**src/rtl/instr_fetch_unit.sv**
```systemverilog
// Instruction fetch stage: owns the PC, issues pipelined imem requests, buffers
// {pc, instr} pairs in a small FIFO and hands them to decode via valid/ready.
module instr_fetch_unit #(
  parameter int unsigned     XLEN     = 32,
  parameter logic [XLEN-1:0] RESET_PC = 32'h0000_0000,
  parameter int unsigned     DEPTH    = 2
) (
  input  logic            i_clk,
  input  logic            i_rst_n,
  output logic            o_imem_req,
  output logic [XLEN-1:0] o_imem_addr,
  input  logic            i_imem_gnt,
  input  logic            i_imem_rvalid,
  input  logic [XLEN-1:0] i_imem_rdata,
  input  logic            i_redirect,
  input  logic [XLEN-1:0] i_redirect_pc,
  output logic            o_instr_valid,
  output logic [XLEN-1:0] o_instr,
  output logic [XLEN-1:0] o_pc,
  output logic [6:0]      o_OPCode,
  input  logic            i_instr_ready
);

  localparam int unsigned CW = $clog2(DEPTH + 1);
  localparam int unsigned PW = (DEPTH > 1) ? $clog2(DEPTH) : 1;

  function automatic logic [PW-1:0] ptr_inc(input logic [PW-1:0] p);
    return (p == PW'(DEPTH - 1)) ? '0 : p + PW'(1);
  endfunction

  logic [XLEN-1:0] fetch_pc_q, fetch_pc_d;
  logic [XLEN-1:0] resp_pc_q, resp_pc_d;
  logic [CW-1:0]   outstanding_q, outstanding_d;
  logic [CW-1:0]   drop_q, drop_d;
  logic [CW-1:0]   count_q, count_d;
  logic [PW-1:0]   wr_ptr_q, wr_ptr_d;
  logic [PW-1:0]   rd_ptr_q, rd_ptr_d;

  logic [XLEN-1:0] pc_mem    [DEPTH];
  logic [XLEN-1:0] instr_mem [DEPTH];

  logic            resp_take;
  logic            push;
  logic            pop;
  logic            instr_valid;
  logic            grant;
  logic [CW:0]     in_use;
  logic [XLEN-1:0] redirect_tgt;
  logic [XLEN-1:0] instr_head;

  // A response arriving with nothing outstanding is stale (e.g. from before a reset).
  assign resp_take    = i_imem_rvalid && (outstanding_q != '0);
  assign push         = resp_take && (drop_q == '0) && !i_redirect;
  assign instr_valid  = (count_q != '0) && !i_redirect;
  assign pop          = instr_valid && i_instr_ready;
  assign redirect_tgt = i_redirect_pc & ~XLEN'(3);

  // A same-cycle pop frees a slot, so a 1-cycle memory streams at full rate with DEPTH=2.
  assign in_use     = {1'b0, outstanding_q} + {1'b0, count_q} - {{CW{1'b0}}, pop};
  assign o_imem_req = i_rst_n && !i_redirect && (in_use < (CW + 1)'(DEPTH));
  assign grant      = o_imem_req && i_imem_gnt;

  assign o_imem_addr = fetch_pc_q;

  // NOTE: every variable gets a default at the top so no path leaves it unassigned (no latch).
  always_comb begin
    fetch_pc_d    = fetch_pc_q;
    resp_pc_d     = resp_pc_q;
    drop_d        = drop_q;
    count_d       = count_q;
    wr_ptr_d      = wr_ptr_q;
    rd_ptr_d      = rd_ptr_q;
    outstanding_d = outstanding_q + CW'(grant) - CW'(resp_take);

    if (i_redirect) begin
      fetch_pc_d = redirect_tgt;
      resp_pc_d  = redirect_tgt;
      drop_d     = outstanding_q - CW'(resp_take);
      count_d    = '0;
      wr_ptr_d   = '0;
      rd_ptr_d   = '0;
    end else begin
      if (grant) begin
        fetch_pc_d = fetch_pc_q + XLEN'(4);
      end
      if (resp_take && (drop_q != '0)) begin
        drop_d = drop_q - CW'(1);
      end
      if (push) begin
        resp_pc_d = resp_pc_q + XLEN'(4);
        wr_ptr_d  = ptr_inc(wr_ptr_q);
      end
      if (pop) begin
        rd_ptr_d = ptr_inc(rd_ptr_q);
      end
      count_d = count_q + CW'(push) - CW'(pop);
    end
  end

  // NOTE: sequential state uses non-blocking assignments so every flop samples pre-edge values.
  always_ff @(posedge i_clk or negedge i_rst_n) begin
    if (!i_rst_n) begin
      fetch_pc_q    <= RESET_PC;
      resp_pc_q     <= RESET_PC;
      outstanding_q <= '0;
      drop_q        <= '0;
      count_q       <= '0;
      wr_ptr_q      <= '0;
      rd_ptr_q      <= '0;
    end else begin
      fetch_pc_q    <= fetch_pc_d;
      resp_pc_q     <= resp_pc_d;
      outstanding_q <= outstanding_d;
      drop_q        <= drop_d;
      count_q       <= count_d;
      wr_ptr_q      <= wr_ptr_d;
      rd_ptr_q      <= rd_ptr_d;
    end
  end

  // NOTE: FIFO storage is not reset; entries are only visible through count_q, which is.
  always_ff @(posedge i_clk) begin
    if (push) begin
      pc_mem[wr_ptr_q]    <= resp_pc_q;
      instr_mem[wr_ptr_q] <= i_imem_rdata;
    end
  end

  assign instr_head    = instr_valid ? instr_mem[rd_ptr_q] : '0;
  assign o_instr_valid = instr_valid;
  assign o_instr       = instr_head;
  assign o_pc          = instr_valid ? pc_mem[rd_ptr_q] : '0;
  assign o_OPCode      = instr_head[6:0];

endmodule

```
**config.mk**
```make
export PLATFORM = sky130hd
export DESIGN_NAME = instr_fetch_unit
export DESIGN_NICKNAME = d
export VERILOG_FILES = /design/src/rtl/instr_fetch_unit.sv
export SDC_FILE = /design/constraint.sdc
export NUM_CORES = 1
export LEC_CHECK = 0
export ABC_CLOCK_PERIOD_IN_PS = 9310
export CAP_MARGIN = 10
export CORE_ASPECT_RATIO = 2
export CORE_MARGIN = 3
export CORE_UTILIZATION = 45
export DETAILED_ROUTE_END_ITERATION = 8
export GPL_TIMING_DRIVEN = 1
export MAX_ROUTING_LAYER = met4
export PLACE_DENSITY = 0.78
export SLEW_MARGIN = 15
export SYNTH_ARGS = -nofsm -noshare
export SYNTH_HDL_FRONTEND = slang
export SYNTH_SLANG_ARGS = --single-unit
```
**constraint.sdc**
```tcl
create_clock -name i_clk -period 9.31 [get_ports i_clk]
set_input_delay 1.862 -clock i_clk [delete_from_list [all_inputs] [get_ports i_clk]]
set_output_delay 1.862 -clock i_clk [all_outputs]
set_load 0.03 [all_outputs]
```
## After elaboration in Yosys (flattened, before gate mapping)

Memory sizes are Yosys's and may differ from the RTL's.
Cells that the tools add are included.
Widths: inputs -> output; s select.

| word-level totals | value |
|---|---|
| register bits after elaboration | 72 |
| RAM bits | 128 |
| input port bits | 70 |
| output and inout bits | 105 |
| logic and storage cells | 57 |
| memories kept | 2 |

| cells by class | value |
|---|---|
| add/sub/neg operators | 12 |
| magnitude comparators | 1 |
| mux-type cells | 17 |
| reductions and logical operators | 18 |

Memory list:

| name | words | bits a word | rd ports | clocked after memory_dff | write ports | line | RTL |
|---|---|---|---|---|---|---|---|
| instr_mem | 2 | 32 | 1 | 0 | 1 | 40 | `logic [XLEN-1:0] instr_mem [DEPTH];` |
| pc_mem | 2 | 32 | 1 | 0 | 1 | 39 | `logic [XLEN-1:0] pc_mem [DEPTH];` |

Operators with widths:

| cell | count |
|---|---|
| $mux 32 | 6 |
| $add 32x3->32 const B | 2 |
| $reduce_bool 2->1 | 7 |
| $logic_and 1x1->1 | 9 |
| $mux 1 | 8 |
| $mux 2 | 3 |
| $sub 2x1->2 | 3 |
| $add 2x1->2 | 2 |
| $add 2x2->3 | 1 |
| $lt 3x2->1 const B | 1 |
| $sub 3x1->3 | 1 |
| $add 1x1->1 const B | 2 |
| $logic_not 2->1 | 1 |
| $sub 2x1->2 const B | 1 |
| $logic_not 1->1 | 1 |

## Longest topological paths before layout

Gate-level depths: netlist of run 1.

| depth | value |
|---|---|
| word-level depth | 9 |
| depth in mapped cells | 17 |
| depth with buffers taken out | 15 |

## Worst setup path after synthesis of run 1

No wires, ideal clock.

| path | value |
|---|---|
| path kind | input -> output |
| start point | in i_redirect |
| end point | out o_imem_req |
| data arrival time | 3.716 ns |
| data required time | 7.448 ns |
| slack | 3.732 ns |
| cell stages on the path | 9 |
| buffers on the path | 0 |
| cells stage by stage | inv_1 -> o21ai_1 -> inv_1 -> nand2_1 -> nor2_1 -> o21ai_0 -> fa_1 -> xor2_1 -> and3_1 |

| between the ends | value |
|---|---|
| cells in the longest elaborated chain, start to end | 6 |
| elaborated cells between the ends (all ways) | 7 |
| classes of those cells | add/sub: 1; order compare: 1; reduce/logical: 5 |

RTL lines:

| what | line | RTL |
|---|---|---|
| start: declaration | 15 | `input logic i_redirect,` |
| $logic_not 1->1 | 54 | `assign instr_valid = (count_q != '0) && !i_redirect;` |
| $logic_and 1x1->1 | 54 |  |
| named net o_instr_valid | 17 | `output logic o_instr_valid,` |
| $logic_and 1x1->1 | 55 | `assign pop = instr_valid && i_instr_ready;` |
| $sub 3x1->3 | 59 | `assign in_use = {1'b0, outstanding_q} + {1'b0, count_q} - {{CW{1'b0}}, pop};` |
| $lt 3x2->1 | 60 | `assign o_imem_req = i_rst_n && !i_redirect && (in_use < (CW + 1)'(DEPTH));` |
| $logic_and 1x1->1 | 60 |  |
| end: declaration | 10 | `output logic o_imem_req,` |

The timed path passes the listed nets, and every way through them passes these cells.

## Worst setup path after layout of run 1

| path | value |
|---|---|
| start point | in i_redirect |
| end point | out o_imem_req |

| between the ends | value |
|---|---|
| cells in the longest elaborated chain, start to end | 6 |
| elaborated cells between the ends (all ways) | 7 |
| classes of those cells | add/sub: 1; order compare: 1; reduce/logical: 5 |

RTL lines:

| what | line |
|---|---|
| $logic_not 1->1 * | 54, 60 |
| $logic_and 1x1->1 | 54 |
| $logic_and 1x1->1 | 55 |
| $sub 3x1->3 | 59 |
| $lt 3x2->1 | 60 |
| $logic_and 1x1->1 * | 60 |

Mark *: on every way between the ends. The rest lies on a longest branch, timed or not.

==> flow_summary_export.csv, run 1 <==
group,metric,value,unit
global_route,antenna_found_initial,0,
floorplanning,io_pins,175,
route,dr.pass1.iters,5,
route,ant_nets,0,
setup_path,crit_required,7.45,ns
floorplanning,core,0.0188,mm2
global_route,grt_remaining_overflow,0,
power_and_ir_drop,p_sw_frac,0.313,
synth,synth_edf_count,124,
sta,finalCritPeriodShare,0.763,
floorplanning,die_y,202,um
power_and_ir_drop,combPwrFrac,0.239,
hold_path,worstHoldPathType,"reg -> reg",
floorplanning,rows,71,
power_and_ir_drop,ir_worst_vdd,113,uV
cells_and_area,area_growth,29.0,%
route,drt_iter0_drc,287,
synth,synth_cell_types,50,
synth,ys_ff_latch,192,
setup_path,worst-setup-path-type,"in -> out",
route,routedWlPerCell,16.9,um
global_route,grt_pass1_wl,30.6,mm
sta,finClkSkew,0.0158,ns
route,finalWirelength,19.1,mm
cells_and_area,nets,941,
flow_run,drv_cap,0,
place,dp.final_hpwl,13.1,mm
sta,tightest_slew,1.12,ns
floorplanning,die-area,0.0210,mm2
route,vias_per_cell,5.30,
place,port_buffers,168,
clock_tree,cts_setup_buffers,0,
clock_tree,cts_hold_buf,0,
sta,min_period,7.10,ns
clock_tree,h-tree-depth,4,
route,vias,5979,
clock_tree,cts.sinks,192,
power_and_ir_drop,powerDensity,216,mW/mm2
setup_path,worstSetupStartpointType,"input port",
sta,fmax,141,MHz
clock_tree,clockBufferDepth,2,
synth,synth_area_per_cell,12.3,um2
synth,yosys.area.top_type,"edfxtp_1",
power_and_ir_drop,p_sw,752,uW
synth,async_flop_share,0.354,
sta,holdWs,0.523,ns
sta,hold_violations,0,
clock_tree,cts_resized,0,
clock_tree,cts_buffers,17,
cells_and_area,n_antenna_cell,0,
floorplanning,start_util,0.458,
synth,synthCells,703,
clock_tree,ctsRootBufferMaster,"clkbuf_16",
synth,syn_area,0.00863,mm2
setup_path,cp_max_fo,63,
synth,yosys_most_used_dff,"edfxtp_1",
sta,finalSetupViolCount,0,
synth,yosysSeqAreaShare,0.629,
cells_and_area,layout_common_cells,"167 x clkdlybuf4s50_1, 124 x edfxtp_1, 81 x nor2_1",
setup_path,endpoint_kind,"primary output",
cells_and_area,drive_gt1_frac,0.0675,
sta,relSlewSlack,0.254,
power_and_ir_drop,power.leakage,0.00387,uW
floorplanning,die_w,104,um
setup_path,cp.arrival,5.24,ns
cells_and_area,fillers,1580,
clock_tree,path_clk_slew,0.07,ns
sta,slew_viol_final,0,
cells_and_area,final_common_cell,"clkdlybuf4s50_1",
cells_and_area,regArea,0.00543,mm2
clock_tree,cts_tree,"built",
power_and_ir_drop,pwr-share-clk,0.299,
synth,yosys_warnings,0,
cells_and_area,post-route-util,0.591,
status,status,"finished clean",
global_route,grt_max_degree,70,
global_route,grt_pass1_vias,5965,
route,drcViolationCount,0,
global_route,track_usage,0.189,
power_and_ir_drop,power,2400,uW
cells_and_area,multiInputGateArea,0.00296,mm2
synth,synth_area_leaders,"edfxtp_1 43%, dfrtp_1 20%, mux2i_1 7.4%, nor2_1 3.6%, o21ai_0 2.4%",
synth,synth_top_cell_area_share,0.431,
clock_tree,clkLatencyLatePin,0.43,ns
sta,rsz0062_at_grt,"false",
power_and_ir_drop,intPower,1650,uW
place,gp_congestion,0.874,
power_and_ir_drop,p_seq_frac,0.462,
sta,setup_tns,0,ns
## state kept, by name, indices dropped and copies added, names as in the netlist
register,cells
outstanding_q,2
o_imem_addr,30
wr_ptr_q,1
count_q,2
resp_pc_q,30
drop_q,2
instr_mem,64
rd_ptr_q,1
pc_mem,60
## worst paths after layout
path                                                to  depth (start not counted)                 startpoint  slack (ns)
hold / removal                 pc_mem[0][14]$_DFFE_PP_                          0  resp_pc_q[14]$_DFFE_PN0N_        0.52
max in group asynchronous         rd_ptr_q$_DFFE_PN0P_                          2                    i_rst_n        7.02
setup reg to reg           o_imem_addr[29]$_DFFE_PN0P_                         13       count_q[0]$_DFF_PN0_        5.21
setup / recovery                            o_imem_req                         13                 i_redirect        2.21
hold reg to reg                pc_mem[0][14]$_DFFE_PP_                          0  resp_pc_q[14]$_DFFE_PN0N_        0.52
min in group asynchronous     resp_pc_q[2]$_DFFE_PN0N_                          2                    i_rst_n        1.62
## worst max-delay path, cell delays in order
cell and delay [ns]:
clkdlybuf4s50_1 0.47, inv_1 0.04, buf_4 0.24, o21ai_4 0.09, buf_4 0.55, inv_1 0.13, nand2_1 0.17, and2_1 0.14
o21ai_0 0.09, fa_1 0.40, xor2_1 0.19, and3_1 0.17, clkdlybuf4s50_1 0.67
## power groups by stage
stage	Sequential (uW)	Combinational, uW	Clock (uW)
4_1_cts	1110	583	738
5_1_grt	1120	623	765
6_report	1110	574	719
3_3_place_gp	1120	567	0
2_1_floorplan	1110	365	0
3_5_place_dp	1130	581	0
## synth_stat cells, drive strengths merged, types with 5 or more instances
library cell,count
a21boi,6
a21oi,5
a31oi,7
and2,5
and3,7
buf,22
clkbuf,20
dfrtp,68
edfxtp,124
ha,9
inv,18
mux2i,64
nand2,52
nand3,42
nand4,18
nor2,84
nor2b,5
nor3,10
o211ai,14
o21ai,43
o311ai,10
or3,5
xnor2,15
xor2,24
## layer usage
layer	wire length, um	part of all wire	vias to the layer above	GRT usage
met4	536	0.028	0	0.0823
met5	0	0	-	-
met1	7310	0.38	2890	0.206
met2	10500	0.55	196	0.340
li1	-	-	2862	-
met3	766	0.040	31	0.0278
## stage by stage
step	std cells	instance area (um2)	worst slack [ns]
6_report	1129	11100	2.21
5_1_grt	1129	11100	1.92
4_1_cts	1129	11100	2.16
3_5_place_dp	1097	10500	2.16
3_3_place_gp	1097	10500	2.23
2_1_floorplan	706	8640	3.73
## logic make-up (layout without fill, tap and decap cells)
| family | count (synthesis) | after routing | share of synthesized area |
|---|---|---|---|
| other cells | 1 | 4 | 0.000434 |
| fa+ha+maj | 10 | 10 | 0.0154 |
| flops | 192 | 192 | 0.629 |
| compound gates | 96 | 96 | 0.0731 |
| xor+xnor | 39 | 39 | 0.0396 |
| simple gates | 240 | 240 | 0.135 |
| mux | 65 | 65 | 0.0755 |
| buf+inv | 60 | 228 | 0.0323 |
## final cells by class
type / count / share of cell area
Timing Repair Buffer: 178 / 0.157
Clock inverter: 11 / 0.00967
Tap cell: 255 / 0.0287
Multi-Input combinational cell: 454 / 0.266
Inverter: 18 / 0.00607
Sequential cell: 192 / 0.488
Clock buffer: 21 / 0.0443
Power figures use the tool's default switching activity.
==> run 2: changes to the inputs <==
- ABC_CLOCK_PERIOD_IN_PS: 9310 -> 7050
- clock period: 9.31 -> 7.05 ns (I/O delays scaled with it)
==> run 2 against run 1 <==
Effect of this change:
- sequential cell count is the same
- setup slack lost 0.39 ns
- clock power grew 30%
- combinational power grew 33%
- first-iteration DRC count shrank 25%
- sequential power grew 32%
- non-clock buffer count is the same
- routed wire length shrank 0.28%
- cell area is essentially flat
- via count grew 0.69%
- die area is the same
- count of clock-buffer cells in the layout shrank 1
==> flow_summary_export.csv, run 2 (synthesis gave the netlist of run 1 again) <==
group,metric,value,unit
floorplanning,io_pins,175,
cells_and_area,finalNonFillerCells,1129,
cells_and_area,post-route-util,0.591,
global_route,grt_pass1_wl,31.4,mm
cells_and_area,final_common_cell,"clkdlybuf4s50_1",
clock_tree,cts.sinks,192,
setup_path,cp.arrival,3.82,ns
route,dr.pass1.iters,5,
sta,fmax,191,MHz
cells_and_area,nets,941,
sta,rsz0062_at_grt,"false",
cells_and_area,largest_reg_flops,64,
cells_and_area,finalInstanceArea,0.0111,mm2
clock_tree,cts_resized,0,
place,gp_congestion,0.893,
place,place_inst,1097,
setup_path,reg2reg_to,"o_imem_addr[29]$_DFFE_PN0P_",
setup_path,r2r-start,"count_q[0]$_DFF_PN0_",
floorplanning,start_util,0.458,
route,drcViolationCount,0,
cells_and_area,area_growth,29.0,%
route,routedWlPerCell,16.8,um
setup_path,crit_required,5.64,ns
global_route,track_usage,0.193,
cells_and_area,reg_top3,"instr_mem x64, pc_mem x60",
floorplanning,die-area,0.0210,mm2
hold_path,worstHoldPathType,"reg -> reg",
sta,tightest_slew,1.13,ns
setup_path,endpoint_kind,"primary output",
setup_path,cp_max_fo,32,
clock_tree,clockBufferDepth,2,
power_and_ir_drop,combPwrFrac,0.241,
setup_path,worst-setup-path-type,"in -> out",
floorplanning,rows,71,
cells_and_area,top_register,"instr_mem",
clock_tree,cts_setup_buffers,0,
route,vias_per_cell,5.33,
route,vias,6020,
route,ant_nets,0,
status,status,"finished clean",
sta,finalCritPeriodShare,0.742,
setup_path,rr_worst_depth,12,
power_and_ir_drop,pwr-share-clk,0.297,
flow_run,drv_cap,0,
setup_path,rrSetupSlack,3.67,ns
power_and_ir_drop,p_sw_frac,0.314,
hold_path,hold_path_depth,0,
cells_and_area,drive_gt1_frac,0.0698,
hold_path,hold_start,"resp_pc_q[27]$_DFFE_PN0N_",
sta,slew_viol_final,0,
sta,hold_violations,0,
floorplanning,die_y,202,um
clock_tree,path_clk_slew,0.06,ns
setup_path,worstSetupStartpointType,"input port",
route,drt_iter0_drc,214,
power_and_ir_drop,power.leakage,0.00387,uW
clock_tree,cts_tree,"built",
power_and_ir_drop,p_seq_frac,0.462,
floorplanning,core,0.0188,mm2
sta,min_period,5.23,ns
floorplanning,die_w,104,um
clock_tree,h-tree-depth,4,
power_and_ir_drop,powerDensity,284,mW/mm2
sta,setup_tns,0,ns
global_route,grt_remaining_overflow,0,
sta,finClkSkew,0.0132,ns
clock_tree,ctsRootBufferMaster,"clkbuf_16",
clock_tree,cts_buffers,17,
sta,finalSetupViolCount,0,
place,placed_area,0.0105,mm2
power_and_ir_drop,ir_worst_vdd,150,uV
route,finalWirelength,19.0,mm
global_route,grt_max_degree,70,
place,port_buffers,168,
global_route,grt_pass1_vias,6162,
cells_and_area,layout_common_cells,"166 x clkdlybuf4s50_1, 124 x edfxtp_1, 81 x nor2_1",
global_route,antenna_found_initial,0,
power_and_ir_drop,p_sw,992,uW
place,dp.final_hpwl,13.3,mm
clock_tree,cts_hold_buf,0,
sta,relSlewSlack,0.249,
hold_path,hold_end,"pc_mem[1][27]$_DFFE_PP_",
clock_tree,clkLatencyLatePin,0.42,ns
cells_and_area,n_antenna_cell,0,
power_and_ir_drop,power,3160,uW
power_and_ir_drop,intPower,2170,uW
[run 2: cell type report]
type	instances	area [um2]
fill	1574	7700
tap	255	319
inverter	18	67.6
timing repair buffer	178	1760
clock buffer	20	478
multi-input combinational	454	2960
sequential	192	5430
clock inverter	12	114
[run 2: power groups by stage]
stage,Sequential (uW),Combinational [uW],Clock [uW]
5_1_grt,1480,833,1000
3_5_place_dp,1490,772,0
2_1_floorplan,1470,481,0
4_1_cts,1460,775,964
6_report,1460,762,938
3_3_place_gp,1480,756,0
[run 2: worst max path at each step]
stage / start / to / slack [ns] / cells after the start
4_1_cts: i_redirect / o_imem_req / 1.82 / 12
2_1_floorplan: i_redirect / instr_mem[0][0]$_DFFE_PP_ / 2.01 / 4
3_3_place_gp: i_redirect / o_imem_req / 1.89 / 12
6_report: i_redirect / o_imem_req / 1.82 / 12
3_5_place_dp: i_redirect / o_imem_req / 1.82 / 12
5_1_grt: i_redirect / o_imem_req / 1.54 / 12
[run 2: per-stage QoR]
stage | hold slack, ns | worst slack, ns
after floorplan | 0.451 | 2.01
after global placement | 0.492 | 1.89
after detailed placement | 0.498 | 1.82
after CTS | 0.514 | 1.82
after global routing | 0.524 | 1.54
final | 0.516 | 1.82
[run 2: per-layer routing]
| layer | vias up | GRT usage | share of wire |
|---|---|---|---|
| met3 | 34 | 0.0249 | 0.031 |
| met1 | 2943 | 0.213 | 0.39 |
| met4 | 0 | 0.0865 | 0.029 |
| li1 | 2869 | - | - |
| met2 | 174 | 0.345 | 0.55 |
| met5 | - | - | 0 |
[run 2: worst max-delay path: stages]
cell             delay [ns]
clkdlybuf4s50_1        0.41
inv_1                  0.06
buf_4                  0.35
o21ai_4                0.10
inv_1                  0.09
nand2_1                0.11
nor2_1                 0.19
o21ai_0                0.15
fa_1                   0.40
xor2_1                 0.18
and3_1                 0.23
buf_12                 0.13
==> variant (flow settings as in run 2) <==
The parameter `XLEN` goes from 32 to 64.
--- a/src/rtl/instr_fetch_unit.sv
+++ b/src/rtl/instr_fetch_unit.sv
@@ -3,3 +3,3 @@
 module instr_fetch_unit #(
-  parameter int unsigned     XLEN     = 32,
+  parameter int unsigned     XLEN     = 64,
   parameter logic [XLEN-1:0] RESET_PC = 32'h0000_0000,
Ports: changed (5 resized); port bits go from 175 to 335. No check against the original RTL was run, so the function may have changed too.
==> variant against run 2 <==
  * Sequential cell count up 192
  * Worst setup slack worse by 0.47 ns
  * Sequential share of layout area shrank 0.93 points
  * Clock power increased by 100%
  * Fmax is 8.2% lower
  * Via count up 120%
  * Register-to-register slack got worse by 0.55 ns
  * Total power increased by 98%
  * Routed wire length rose to 2.6 times the old value
  * Design area rose by 100%
  * Area after synthesis increased by 110%
  * Die area rose by 100%
  * Utilization shrank 0.52 points
  * Critical path type unchanged
  * Largest power group unchanged
==> variant: results (changes against run 2) <==
metric;value;unit;change
outcome;complete, no violations;;unchanged
met2 Usage GRT;40.4;%;was 34.5%
PostCTS Resize Cnt;0;;unchanged
DP Worst Slack;1.42;ns;was 1.82 ns
Max-slew headroom;31.1;%;was 24.9%
met1 wire length;17700;um;was 7380 um
# fillers;3196;;was 1574
global-route wire length before repair;75000;um;was 31400 um
DP HPWL;35600;um;was 13300 um
H-Tree Depth;2;;was 4
Reg2Reg Setup Slack;3.12;ns;was 3.67 ns
leakage;7.67;nW;was 3.87 nW
met3 Resource Use GR;3.17;%;was 2.49%
fin nets;1906;;was 941
Max Root-Sink Buffers;3;;was 2
VDD IR max;0.000172;V;was 0.000150 V
CP arrival;4.29;ns;was 3.82 ns
worst reg2reg path depth;11;;was 12
met1 usage;25.7;%;was 21.3%
top cells by area, synth;edfxtp_1 43%, dfrtp_1 19%, mux2i_1 7.7%;;was edfxtp_1 43%, dfrtp_1 20%, mux2i_1 7.4%
Worst Skew;0.0159;ns;was 0.0132 ns
routability cong.;0.929;;was 0.893
RR Endpoint;o_imem_addr[58]$_DFFE_PN0P_;;was o_imem_addr[29]$_DFFE_PN0P_
placed instance count;2246;;was 1097
Mapped Cells;1451;;was 703
wire length per cell;21.2;um;was 16.8 um
Iter 0 DRT Violations;869;;was 214
Port-buffer cells;328;;was 168
EDFF count, synth;252;;was 124
Total GRT Usage;23.3;%;was 19.3%
Clk pin slew, worst setup/hold paths;0.06;ns;about the same
via count;13243;;was 6020
number of global-route vias before repair;13294;;was 6162
Min-Delay Path Class;flop to flop;;unchanged
Clock Latency Late Sink;0.53;ns;was 0.42 ns
total CTS buffers;34;;was 17
Post-CTS Setup Bufs;0;;unchanged
largest net degree at the start of global routing;127;;was 70
final std cells w/o fill;2308;;was 1129
Commonest cells post-synth;252 x edfxtp_1, 191 x nor2_1, 136 x mux2i_1;;was 124 x edfxtp_1, 83 x nor2_1, 68 x dfrtp_1
WL met3;2580;um;was 582 um
crit path max fanout;8;;was 32
hold path endpoint;pc_mem[1][63]$_DFFE_PP_;;was pc_mem[1][27]$_DFFE_PP_
Top Registers;instr_mem x128, pc_mem x124;;was instr_mem x64, pc_mem x60
fraction of registers with async set/reset;34.4;%;was 35.4%
Worst Hold Launch;resp_pc_q[63]$_DFFE_PN0N_;;was resp_pc_q[27]$_DFFE_PN0N_
Yosys cell types;70;;was 50
dpl cell area;21600;um^2;was 10500 um^2
Critical Path Max Stage Delay;0.75;ns;was 0.41 ns
sequential share of the synthesized area;61.2;%;was 62.9%
layout cell share with drive strength beyond 1;7.72;%;was 6.98%
metal2 WL;25700;um;was 10500 um
## variant: layout make-up
type	instances	area share (%)
multi-input cells	964	28.6
clock inverters	18	0.848
flip-flops and latches	384	47.8
inverters	31	0.523
well taps	520	2.86
clock buffers	44	4.23
repair buffers	347	15.1
## variant: how the worst max path moves through the flow
| stage | from | end | slack (ns) | cells after the start |
|---|---|---|---|---|
| floorplan | i_redirect | instr_mem[0][0]$_DFFE_PP_ | -0.95 | 5 |
| global placement | i_instr_ready | o_imem_req | 1.45 | 8 |
| detailed placement | i_instr_ready | o_imem_req | 1.42 | 8 |
| CTS | i_instr_ready | o_imem_req | 1.40 | 8 |
| global route | i_instr_ready | o_imem_req | 1.20 | 8 |
| finish | i_instr_ready | o_imem_req | 1.35 | 8 |
## variant: per-stage QoR
step                setup TNS, ns  utilization [%]  hold slack [ns]
global placement                0             55.6            0.470
detailed placement              0             55.6            0.499
finish                          0             58.6            0.528
CTS                             0             58.6            0.513
floorplan                 -240.49                -            0.440
global route                    0             58.6            0.540
## variant: where the power goes
part	switching [mW]	internal (mW)	leakage (nW)	total, mW
combinational	0.874	0.599	3.30	1.47
clock	0.833	1.09	0.545	1.92
sequential	0.216	2.63	3.82	2.85
total	1.92	4.32	7.67	6.24
## variant: kinds of logic (layout without fill, tap and decap cells)
logic type	count (synthesis)	in the layout	share of synthesized area (%)
flops	384	384	61.2
mux	171	171	9.88
other cells	1	4	0.0211
compound gates	142	142	5.75
fa+ha+maj	10	10	0.746
simple gates	577	577	17.0
buf+inv	106	440	2.49
xor+xnor	60	60	2.96
## variant: worst max-delay path: cells and delay by family
kind | cells | cell delay (ns)
buf+inv | 2 | 1.21
simple gates | 3 | 0.81
compound gates | 1 | 0.14
fa+ha+maj | 1 | 0.40
xor+xnor | 1 | 0.30
